`config.mk`:
```
export PLATFORM = sky130hd
export DESIGN_NAME = bcd_sseg_scan
export DESIGN_NICKNAME = d
export VERILOG_FILES = /design/src/rtl/bcd_sseg_scan.sv
export SDC_FILE = /design/constraint.sdc
export NUM_CORES = 1
export LEC_CHECK = 0
export BUFFER_PORTS_ARGS = -buffer_cell sky130_fd_sc_hd__buf_2
export CAP_MARGIN = 20
export CORE_MARGIN = 2
export CORE_UTILIZATION = 62
export DETAILED_ROUTE_END_ITERATION = 12
export PLACE_DENSITY = 0.84
export REMOVE_ABC_BUFFERS = 1
export SETUP_SLACK_MARGIN = 0.15
export SLEW_MARGIN = 20
export SYNTH_ARGS = -nofsm -noshare
export SYNTH_HDL_FRONTEND = slang
export SYNTH_SLANG_ARGS = --single-unit
export TNS_END_PERCENT = 5
```
`constraint.sdc`:
```
create_clock -name clk -period 4.4 [get_ports clk]
set_clock_uncertainty 0.05 [all_clocks]
set_input_delay 0.44 -clock clk [delete_from_list [all_inputs] [get_ports clk]]
set_output_delay 0.44 -clock clk [all_outputs]
set_load 0.02 [all_outputs]
```
`src/rtl/bcd_sseg_scan.sv`:
```
// Four-digit multiplexed seven-segment driver for a common-anode display.
// Captures packed BCD on a strobe, scans digits with a dark guard interval between them.
module bcd_sseg_scan #(
  parameter int REFRESH_DIV = 100000,
  parameter int GUARD_CYC   = 4,
  parameter int CNT_W       = 17
) (
  input  logic        clk,
  input  logic        rst,
  input  logic [15:0] bcd_in,
  input  logic        bcd_vld,
  input  logic        blank_en,
  output logic [3:0]  an,
  output logic [6:0]  seg,
  output logic        dp
);

  typedef enum logic [0:0] {
    ST_GUARD = 1'b0,
    ST_DRIVE = 1'b1
  } state_t;

  localparam logic [CNT_W-1:0] GUARD_LAST = CNT_W'(GUARD_CYC - 1);
  localparam logic [CNT_W-1:0] DRIVE_LAST = CNT_W'(REFRESH_DIV - 1);
  localparam logic [CNT_W-1:0] CNT_ZERO   = {CNT_W{1'b0}};
  localparam logic [CNT_W-1:0] CNT_ONE    = {{(CNT_W-1){1'b0}}, 1'b1};

  // Active-low segment pattern {g,f,e,d,c,b,a}; non-decimal nibbles show a dash.
  function automatic logic [6:0] seg_decode(input logic [3:0] nib);
    logic [6:0] pat;
    case (nib)
      4'd0:    pat = 7'b1000000;
      4'd1:    pat = 7'b1111001;
      4'd2:    pat = 7'b0100100;
      4'd3:    pat = 7'b0110000;
      4'd4:    pat = 7'b0011001;
      4'd5:    pat = 7'b0010010;
      4'd6:    pat = 7'b0000010;
      4'd7:    pat = 7'b1111000;
      4'd8:    pat = 7'b0000000;
      4'd9:    pat = 7'b0010000;
      default: pat = 7'b0111111;
    endcase
    return pat;
  endfunction

  state_t           state_r, state_s;
  logic [CNT_W-1:0] cnt_r, cnt_s;
  logic [1:0]       idx_r, idx_s;
  logic             first_r, first_s;
  logic [15:0]      latch_r, latch_s;
  logic [3:0]       an_r, an_s;
  logic [6:0]       seg_r, seg_s;
  logic [3:0]       nib_s;
  logic [3:0]       blank_s;

  // Next-state, capture and output computation; outputs use next-state values.
  always_comb begin
    state_s = state_r;
    cnt_s   = cnt_r;
    idx_s   = idx_r;
    first_s = first_r;
    latch_s = latch_r;
    an_s    = 4'b1111;
    seg_s   = 7'b1111111;
    nib_s   = 4'd0;
    blank_s = 4'b0000;

    if (bcd_vld) begin
      latch_s = bcd_in;
    end else begin
      latch_s = latch_r;
    end

    case (state_r)
      ST_GUARD: begin
        if (cnt_r == GUARD_LAST) begin
          cnt_s   = CNT_ZERO;
          state_s = ST_DRIVE;
          first_s = 1'b0;
          // The first exit from reset starts on digit 0 rather than advancing.
          if (first_r) begin
            idx_s = idx_r;
          end else begin
            idx_s = idx_r + 2'd1;
          end
        end else begin
          cnt_s = cnt_r + CNT_ONE;
        end
      end
      ST_DRIVE: begin
        if (cnt_r == DRIVE_LAST) begin
          cnt_s   = CNT_ZERO;
          state_s = ST_GUARD;
        end else begin
          cnt_s = cnt_r + CNT_ONE;
        end
      end
      default: begin
        cnt_s   = CNT_ZERO;
        state_s = ST_GUARD;
      end
    endcase

    // A digit is a leading zero only if it and every higher digit are zero.
    blank_s[3] = blank_en && (latch_s[15:12] == 4'd0);
    blank_s[2] = blank_s[3] && (latch_s[11:8] == 4'd0);
    blank_s[1] = blank_s[2] && (latch_s[7:4] == 4'd0);
    blank_s[0] = 1'b0;

    case (idx_s)
      2'd0:    nib_s = latch_s[3:0];
      2'd1:    nib_s = latch_s[7:4];
      2'd2:    nib_s = latch_s[11:8];
      2'd3:    nib_s = latch_s[15:12];
      default: nib_s = 4'd0;
    endcase

    if (state_s == ST_DRIVE) begin
      an_s = ~(4'b0001 << idx_s);
      if (blank_s[idx_s]) begin
        seg_s = 7'b1111111;
      end else begin
        seg_s = seg_decode(nib_s);
      end
    end else begin
      an_s  = 4'b1111;
      seg_s = 7'b1111111;
    end
  end

  // State, latch and registered display outputs.
  always_ff @(posedge clk or posedge rst) begin
    if (rst) begin
      state_r <= ST_GUARD;
      cnt_r   <= CNT_ZERO;
      idx_r   <= 2'd0;
      first_r <= 1'b1;
      latch_r <= 16'h0000;
      an_r    <= 4'b1111;
      seg_r   <= 7'b1111111;
    end else begin
      state_r <= state_s;
      cnt_r   <= cnt_s;
      idx_r   <= idx_s;
      first_r <= first_s;
      latch_r <= latch_s;
      an_r    <= an_s;
      seg_r   <= seg_s;
    end
  end

  assign an  = an_r;
  assign seg = seg_r;
  assign dp  = 1'b1;

endmodule
```
==> reports/metrics.csv, run 1 <==
metric,value,unit
status,"complete, no violations",
rsz0062_at_grt,no,
root_buffer,clkbuf_8,
firstDrtPassIters,4,
grt_antenna_before_repair,0,
grt_use_met2,43.2,%
synth_cell_type_count,51,
fmax,0.322,GHz
p_total,0.926,mW
hold_viol_final,0,
post_dp_cell_area,0.00269,sq mm
post_route_cells_drive_above_1_share,31.8,%
path_max_fanout,11,
setup_tns,0,ns
track_usage,24.7,%
max-slew-margin-rel,47.8,%
yosysWarnings,0,
cts_buffers,5,
cts_setup_buffers,0,
crit_required,4.59,ns
die-height,68.3,um
area_delta_synth_final,10.0,%
clockBufferDepth,2,
synth-edff-count,0,
netlist_area,0.00256,sq mm
cts_tree,yes,
ctsResizeCount,0,
io_buffers,30,
grt.busiest_layer,met2,
globalplace.congestion,0.891,
setup_viol,0,
end_kind,register,
cts.sinks,48,
start_util,64.0,%
grt_max_degree,49,
stdcell_count,317,
p_leak,1.20,nW
nFillCells,293,
clock_latency,0.31,ns
cts_max_level,2,
overflow,0,
async_flop_share,100,%
drv_slew,0,
hold_buffers,0,
critPathLaunchType,register,
io_pins,32,
path_clk_slew,0.09,ns
drt_iter0_drc,200,
via_count,1870,
postSynth.topFlopCell,dfrtp_1,
dp_hpwl,3700,um
grt_pass1_wl,8420,um
postSynthAreaPerCell,10.8,sq um
grt_pass1_vias,1819,
viasPerCell,5.90,
seq_area_frac_synth,47.5,%
peakVddDrop,0.213,mV
dieWidth,68.3,um
syn_inst,238,
hold_class,in2async,
dp_cells,309,
arrival,3.30,ns
fin_nets,293,
tightest_slew,0.782,ns
coreArea,0.00400,sq mm
rows,23,
drv_cap,0,
ys_ff_latch,48,
die_area,0.00466,sq mm
grt_use_met1,30.6,%
diodes,0,
period_needed,3.11,ns
final_antenna_net_count,0,
use_met3,4.28,%
crit_type,reg2reg,
stdcell_area,0.00282,sq mm
wl,5110,um
drc,0,
wl_per_cell,16.1,um
p_per_area,329,mW/mm^2
period_share,70.6,%
-- synthesized netlist by cell type (7+ instances only) --
| library cell | instances | area share [%] |
|---|---|---|
| mux2_2 | 15 | 6.6 |
| nand3_1 | 11 | 2.2 |
| dfrtp_1 | 36 | 35 |
| xnor2_1 | 9 | 3.1 |
| mux2i_1 | 8 | 3.1 |
| ha_1 | 7 | 3.4 |
| dfstp_2 | 12 | 12 |
| a21oi_1 | 7 | 1.4 |
| nand2_1 | 13 | 1.9 |
| inv_1 | 14 | 2.1 |
| nor4_1 | 7 | 1.7 |
| o21ai_0 | 10 | 2.0 |
| nor2_1 | 23 | 3.4 |
-- cell families (layout without fill, tap and decap cells) --
family	Yosys count	after routing	share of synthesized area [%]
adders and majority gates	7	7	3.42
DFF	48	48	47.5
muxes	26	26	12.1
buffers and inverters	24	53	5.28
AOI/OAI and AO/OA	37	37	10.0
and+or+nand+nor	80	80	16.4
xor gates and xnor gates	15	15	5.13
other	1	1	0.146
-- critical path, cell delays in order (launching register included) --
cell and delay, ns:
dfrtp_1 0.43, nor4_2 0.32, nand4_1 0.42, nor2_2 0.45
mux2i_1 0.26, o211ai_1 0.22, inv_1 0.17, ha_1 0.15
inv_1 0.05, mux2_4 0.25, a211o_1 0.28
-- area by class of cell --
cell class              instances  area [sq um]  area share, %
clock buffers                   8           121           4.31
repair buffers                 30           150           5.33
flip-flops and latches         48          1220           43.2
inverters                      15          57.6           2.04
well taps                      50          62.6           2.22
multi-input cells             166          1210           42.9
-- cells in the final DEF, fill, tap and decap left out, types with 2 or more instances in the layout --
cell / synthesis / final
a21oi_1: 7 / 7
a31oi_1: 5 / 5
buf_2: 3 / 30
clkbuf_8: 3 / 7
dfrtp_1: 36 / 36
dfstp_2: 12 / 12
ha_1: 7 / 7
inv_1: 14 / 13
mux2_2: 15 / 15
mux2i_1: 8 / 8
mux4_2: 2 / 2
nand2_1: 13 / 13
nand3_1: 11 / 11
nand4_1: 3 / 3
nor2_1: 23 / 23
nor2_2: 2 / 2
nor3_1: 6 / 6
nor4_1: 7 / 7
nor4_2: 2 / 2
o21a_1: 2 / 2
o21ai_0: 10 / 10
o21bai_1: 2 / 2
o31ai_1: 2 / 2
or2_2: 2 / 2
or4_1: 2 / 2
xnor2_1: 9 / 9
xor2_1: 6 / 6
-- power by group --
part | total, mW | switching [mW] | internal, mW
combinational | 0.124 | 0.0752 | 0.0485
clock | 0.322 | 0.144 | 0.178
sequential | 0.480 | 0.00660 | 0.473
-- through the flow --
stage | hold WS (ns) | worst slack, ns | util (%)
6_report | 0.200 | 1.29 | 70.4
5_1_grt | 0.280 | 1.04 | 70.4
4_1_cts | 0.349 | 1.30 | 70.4
3_5_place_dp | 0.405 | 1.30 | 67.3
3_3_place_gp | 0.403 | 1.50 | 67.3
2_1_floorplan | 0.395 | 1.68 | -
-- flip-flops by register name, indices dropped and copies added, names as in the netlist --
name and cells:
an 4, cnt_r 17, first_r 1, idx_r 2, latch_r 16, seg 7, state_r 1
-- final timing paths --
kind | startpoint | end | slack, ns | depth (start not counted)
worst max-delay path | cnt_r[7]$_DFF_PP0_ | seg[4]$_DFF_PP1_ | 1.29 | 10
worst min-delay path | rst | latch_r[13]$_DFF_PP0_ | 0.20 | 2
worst max register to register | cnt_r[7]$_DFF_PP0_ | seg[4]$_DFF_PP1_ | 1.29 | 10
worst min register to register | first_r$_DFFE_PP1P_ | first_r$_DFFE_PP1P_ | 0.42 | 1
max in group asynchronous | rst | cnt_r[3]$_DFF_PP0_ | 3.64 | 2
min in group clk | bcd_in[6] | latch_r[6]$_DFF_PP0_ | 0.35 | 2
-- metal layers --
metal,wire length [um],vias to the layer above
li1,-,894
met4,119,0
met5,0,-
met1,2040,889
met3,324,14
met2,2620,73
Power figures use the tool's default switching activity.
==> run 2: changes to the inputs <==
Settings changed: ABC_AREA set to 1, CORE_UTILIZATION 62 to 58, PLACE_DENSITY 0.84 to 0.8.
Clock period 4.4 ns to 3 ns, I/O delays scaled along.
==> run 2 against run 1 <==
Effect of this change:
- worst setup slack lost 0.76 ns
- critical path depth increased by 4
- critical path type unchanged
- combinational power is 35% higher
- first-iteration DRC count fell by 48%
- largest power group unchanged
==> reports/metrics.csv, run 2 <==
metric,value,unit,change
status,"complete, no violations",,unchanged
rows,24,,was 23
final_antenna_net_count,0,,unchanged
crit_path_top_delay_cell,dfrtp_1,,was nor2_2
yosysWarnings,0,,unchanged
hold_class,in2async,,unchanged
setup_tns,0,ns,unchanged
synth_cell_type_count,37,,was 51
clock_latency,0.30,ns,was 0.31 ns
largest_reg_flops,17,,unchanged
most-common-layout-cells,"inv_1 (57), nand2_1 (48), dfrtp_1 (36), nor2_1 (31), nand3_1 (31)",,"was dfrtp_1 (36), buf_2 (30), nor2_1 (23), mux2_2 (15)"
critPathLaunchType,register,,unchanged
io_buffers,30,,unchanged
fmax,0.406,GHz,was 0.322 GHz
coreArea,0.00438,sq mm,was 0.00400 sq mm
ys_ff_latch,48,,unchanged
p_per_area,479,mW/mm^2,was 329 mW/mm^2
seq_area,0.00122,sq mm,unchanged
path_clk_slew,0.09,ns,about the same
max-slew-margin-rel,46.8,%,was 47.8%
p_comb_share,11.8,%,was 13.4%
dp_cells,397,,was 309
holdWs,0.0634,ns,was 0.200 ns
yosysTopAreaCell,dfrtp_1,,unchanged
hold_buffers,0,,unchanged
async_flop_share,100,%,unchanged
fin_nets,379,,was 293
firstDrtPassIters,5,,was 4
dp_worst_setup_slack,0.451,ns,was 1.30 ns
cts_tree,yes,,unchanged
end_kind,register,,unchanged
period_needed,2.46,ns,was 3.11 ns
switching_share,23.7,%,was 24.4%
grt_max_degree,49,,unchanged
crit_type,reg2reg,,unchanged
synth_top_area_share,34.1,%,was 35.2%
hold_viol_final,0,,unchanged
via_count,2139,,was 1870
grt_antenna_before_repair,0,,unchanged
seq_power_share,49.5,%,was 51.9%
nFillCells,377,,was 293
overflow,0,,unchanged
drt_iter0_drc,104,,was 200
drv_slew,0,,unchanged
rsz0062_at_grt,no,,unchanged
clockBufferDepth,2,,unchanged
io_pins,32,,unchanged
r2r_setup_slack,0.54,ns,was 1.29 ns
dieWidth,71.5,um,was 68.3 um
cts_max_level,2,,unchanged
setup_viol,0,,unchanged
drv_cap,0,,unchanged
crit_required,3.17,ns,was 4.59 ns
postSynth.topFlopCell,dfrtp_1,,unchanged
period_share,82.1,%,was 70.6%
cp_cell_sequence,inv_1 -> nand4_2 -> nor2_4 -> nand3_4 -> nand2_2 -> inv_1 -> nor2_2 -> nand2_1 -> inv_1 -> nor2_4 -> ha_1 -> nand3_1 -> nand3_1 -> nand3_1,,was nor4_2 -> nand4_1 -> nor2_2 -> mux2i_1 -> o211ai_1 -> inv_1 -> ha_1 -> inv_1 -> mux2_4 -> a211o_1
postLayoutCoreUtil,67.4,%,was 70.4%
synth-edff-count,0,,unchanged
wl_per_cell,13.1,um,was 16.1 um
postSynthAreaPerCell,8.23,sq um,was 10.8 sq um
p_int,1.08,mW,was 0.699 mW
path_max_fanout,11,,unchanged
mostFrequentLayoutCell,inv_1,,was dfrtp_1
max_stage_delay,0.44,ns,was 0.45 ns
stdcell_count,405,,was 317
yosys-top-cells-area,"dfrtp_1 (34%), dfstp_2 (12%), inv_1 (8.2%)",,"was dfrtp_1 (35%), dfstp_2 (12%), mux2_2 (6.6%)"
arrival,2.63,ns,was 3.30 ns
rr_startpoint,cnt_r[11]$_DFF_PP0_,,was cnt_r[7]$_DFF_PP0_
post_route_cells_drive_above_1_share,23.5,%,was 31.8%
dp_hpwl,3940,um,was 3700 um
top_register,cnt_r,,unchanged
cts_buffers,5,,unchanged
r2r_end,seg[3]$_DFF_PP1_,,was seg[4]$_DFF_PP1_
crit_buf_inv,3,,was 2
synth_most_common_cell,inv_1,,was dfrtp_1
seq_area_frac_synth,46.0,%,was 47.5%
root_buffer,clkbuf_8,,unchanged
p_leak,1.49,nW,was 1.20 nW
setup_slack,0.536,ns,was 1.29 ns
p_switching,0.335,mW,was 0.226 mW
viasPerCell,5.28,,was 5.90
cts.sinks,48,,unchanged
netlist_area,0.00264,sq mm,was 0.00256 sq mm
die-height,71.5,um,was 68.3 um
wl,5300,um,was 5110 um
synth_common_cells,"inv_1 (58), nand2_1 (48), dfrtp_1 (36), nor2_1 (32), nand3_1 (31)",,"was dfrtp_1 (36), nor2_1 (23), mux2_2 (15), inv_1 (14), nand2_1 (13)"
start_util,60.2,%,was 64.0%
drc,0,,unchanged
ff2ff_path_depth,14,,was 10
grt_pass1_wl,9220,um,was 8420 um
multi_input_area,0.00116,sq mm,was 0.00121 sq mm
pwr-share-clk,38.7,%,was 34.8%
peakVddDrop,0.433,mV,was 0.213 mV
globalplace.congestion,0.879,,was 0.891
die_area,0.00511,sq mm,was 0.00466 sq mm
tightest_slew,0.797,ns,was 0.782 ns
area_delta_synth_final,11.9,%,was 10.0%
grt_pass1_vias,2076,,was 1819
track_usage,23.0,%,was 24.7%
diodes,0,,unchanged
syn_inst,321,,was 238
cp_top_family,simple AND/OR/NAND/NOR gates,,unchanged
==> run 2: cell types whose count changed after synthesis, sizes merged, moves of 4 or more <==
cell and delta:
nand4 +10, xnor2 -5, a31oi -4, xor2 -4, nor3b +4, nand3 +23
inv +47, nand2 +45, nor2 +16, mux2i -7, mux2 -14, o21ai +7
==> run 2: cell families (layout without fill, tap and decap cells) <==
kind of cell	count (synthesis)	in the layout	synth area share, %
multiplexers	3	3	1.23
flip-flops	48	48	46.0
AO/OA/AOI/OAI	25	25	4.97
buffers and inverters	68	100	10.4
XOR/XNOR	6	6	1.99
adder cells (fa/ha/maj)	7	7	3.32
AND/OR/NAND/NOR	163	163	31.9
other	1	1	0.142
==> run 2: power by group through the flow <==
stage | logic, mW | registers (mW) | clock network (mW)
detailed placement | 0.166 | 0.712 | 0
CTS | 0.168 | 0.700 | 0.555
global placement | 0.162 | 0.711 | 0
floorplan | 0.0901 | 0.733 | 0
global route | 0.190 | 0.704 | 0.582
finish | 0.167 | 0.700 | 0.548
==> run 2: how the worst max path moves through the flow <==
stage	from	endpoint	slack (ns)	depth (start not counted)
3_3_place_gp	cnt_r[0]$_DFF_PP0_	seg[5]$_DFF_PP1_	0.52	17
2_1_floorplan	cnt_r[0]$_DFF_PP0_	seg[6]$_DFF_PP1_	0.80	16
3_5_place_dp	cnt_r[0]$_DFF_PP0_	seg[5]$_DFF_PP1_	0.45	17
6_report	cnt_r[11]$_DFF_PP0_	seg[3]$_DFF_PP1_	0.54	14
5_1_grt	cnt_r[12]$_DFF_PP0_	seg[5]$_DFF_PP1_	0.23	17
4_1_cts	cnt_r[0]$_DFF_PP0_	seg[5]$_DFF_PP1_	0.43	17
==> run 2: timing repair <==
| item | CTS | global route |
|---|---|---|
| setup endpoints to repair | 0 | 1 |
| gates resized for setup | 0 | 2 |
| buffers inserted | 0 | 0 |
==> run 2: cell type report <==
| class | count | share of cell area [%] |
|---|---|---|
| inverter | 62 | 7.92 |
| timing repair buffer | 30 | 5.08 |
| tap | 52 | 2.20 |
| sequential | 48 | 41.2 |
| clock buffer | 6 | 2.46 |
| multi-input combinational | 205 | 39.2 |
| clock inverter | 2 | 2.03 |
==> run 2: per-stage QoR <==
stage / cell area (sq um) / power, mW
after global placement: 2810 / 0.873
after floorplan: 2600 / 0.823
final: 2960 / 1.41
after detailed placement: 2810 / 0.879
after global routing: 2960 / 1.48
after CTS: 2950 / 1.42
==> run 2: per-layer routing <==
layer	vias to the layer above	share of wire (%)	global-route usage, %	wire (um)
met5	-	0	0	0
met4	0	2.2	8.39	116
met3	12	3.6	4.22	190
met2	55	50	39.1	2650
met1	994	44	29.5	2340
li1	1078	-	-	-
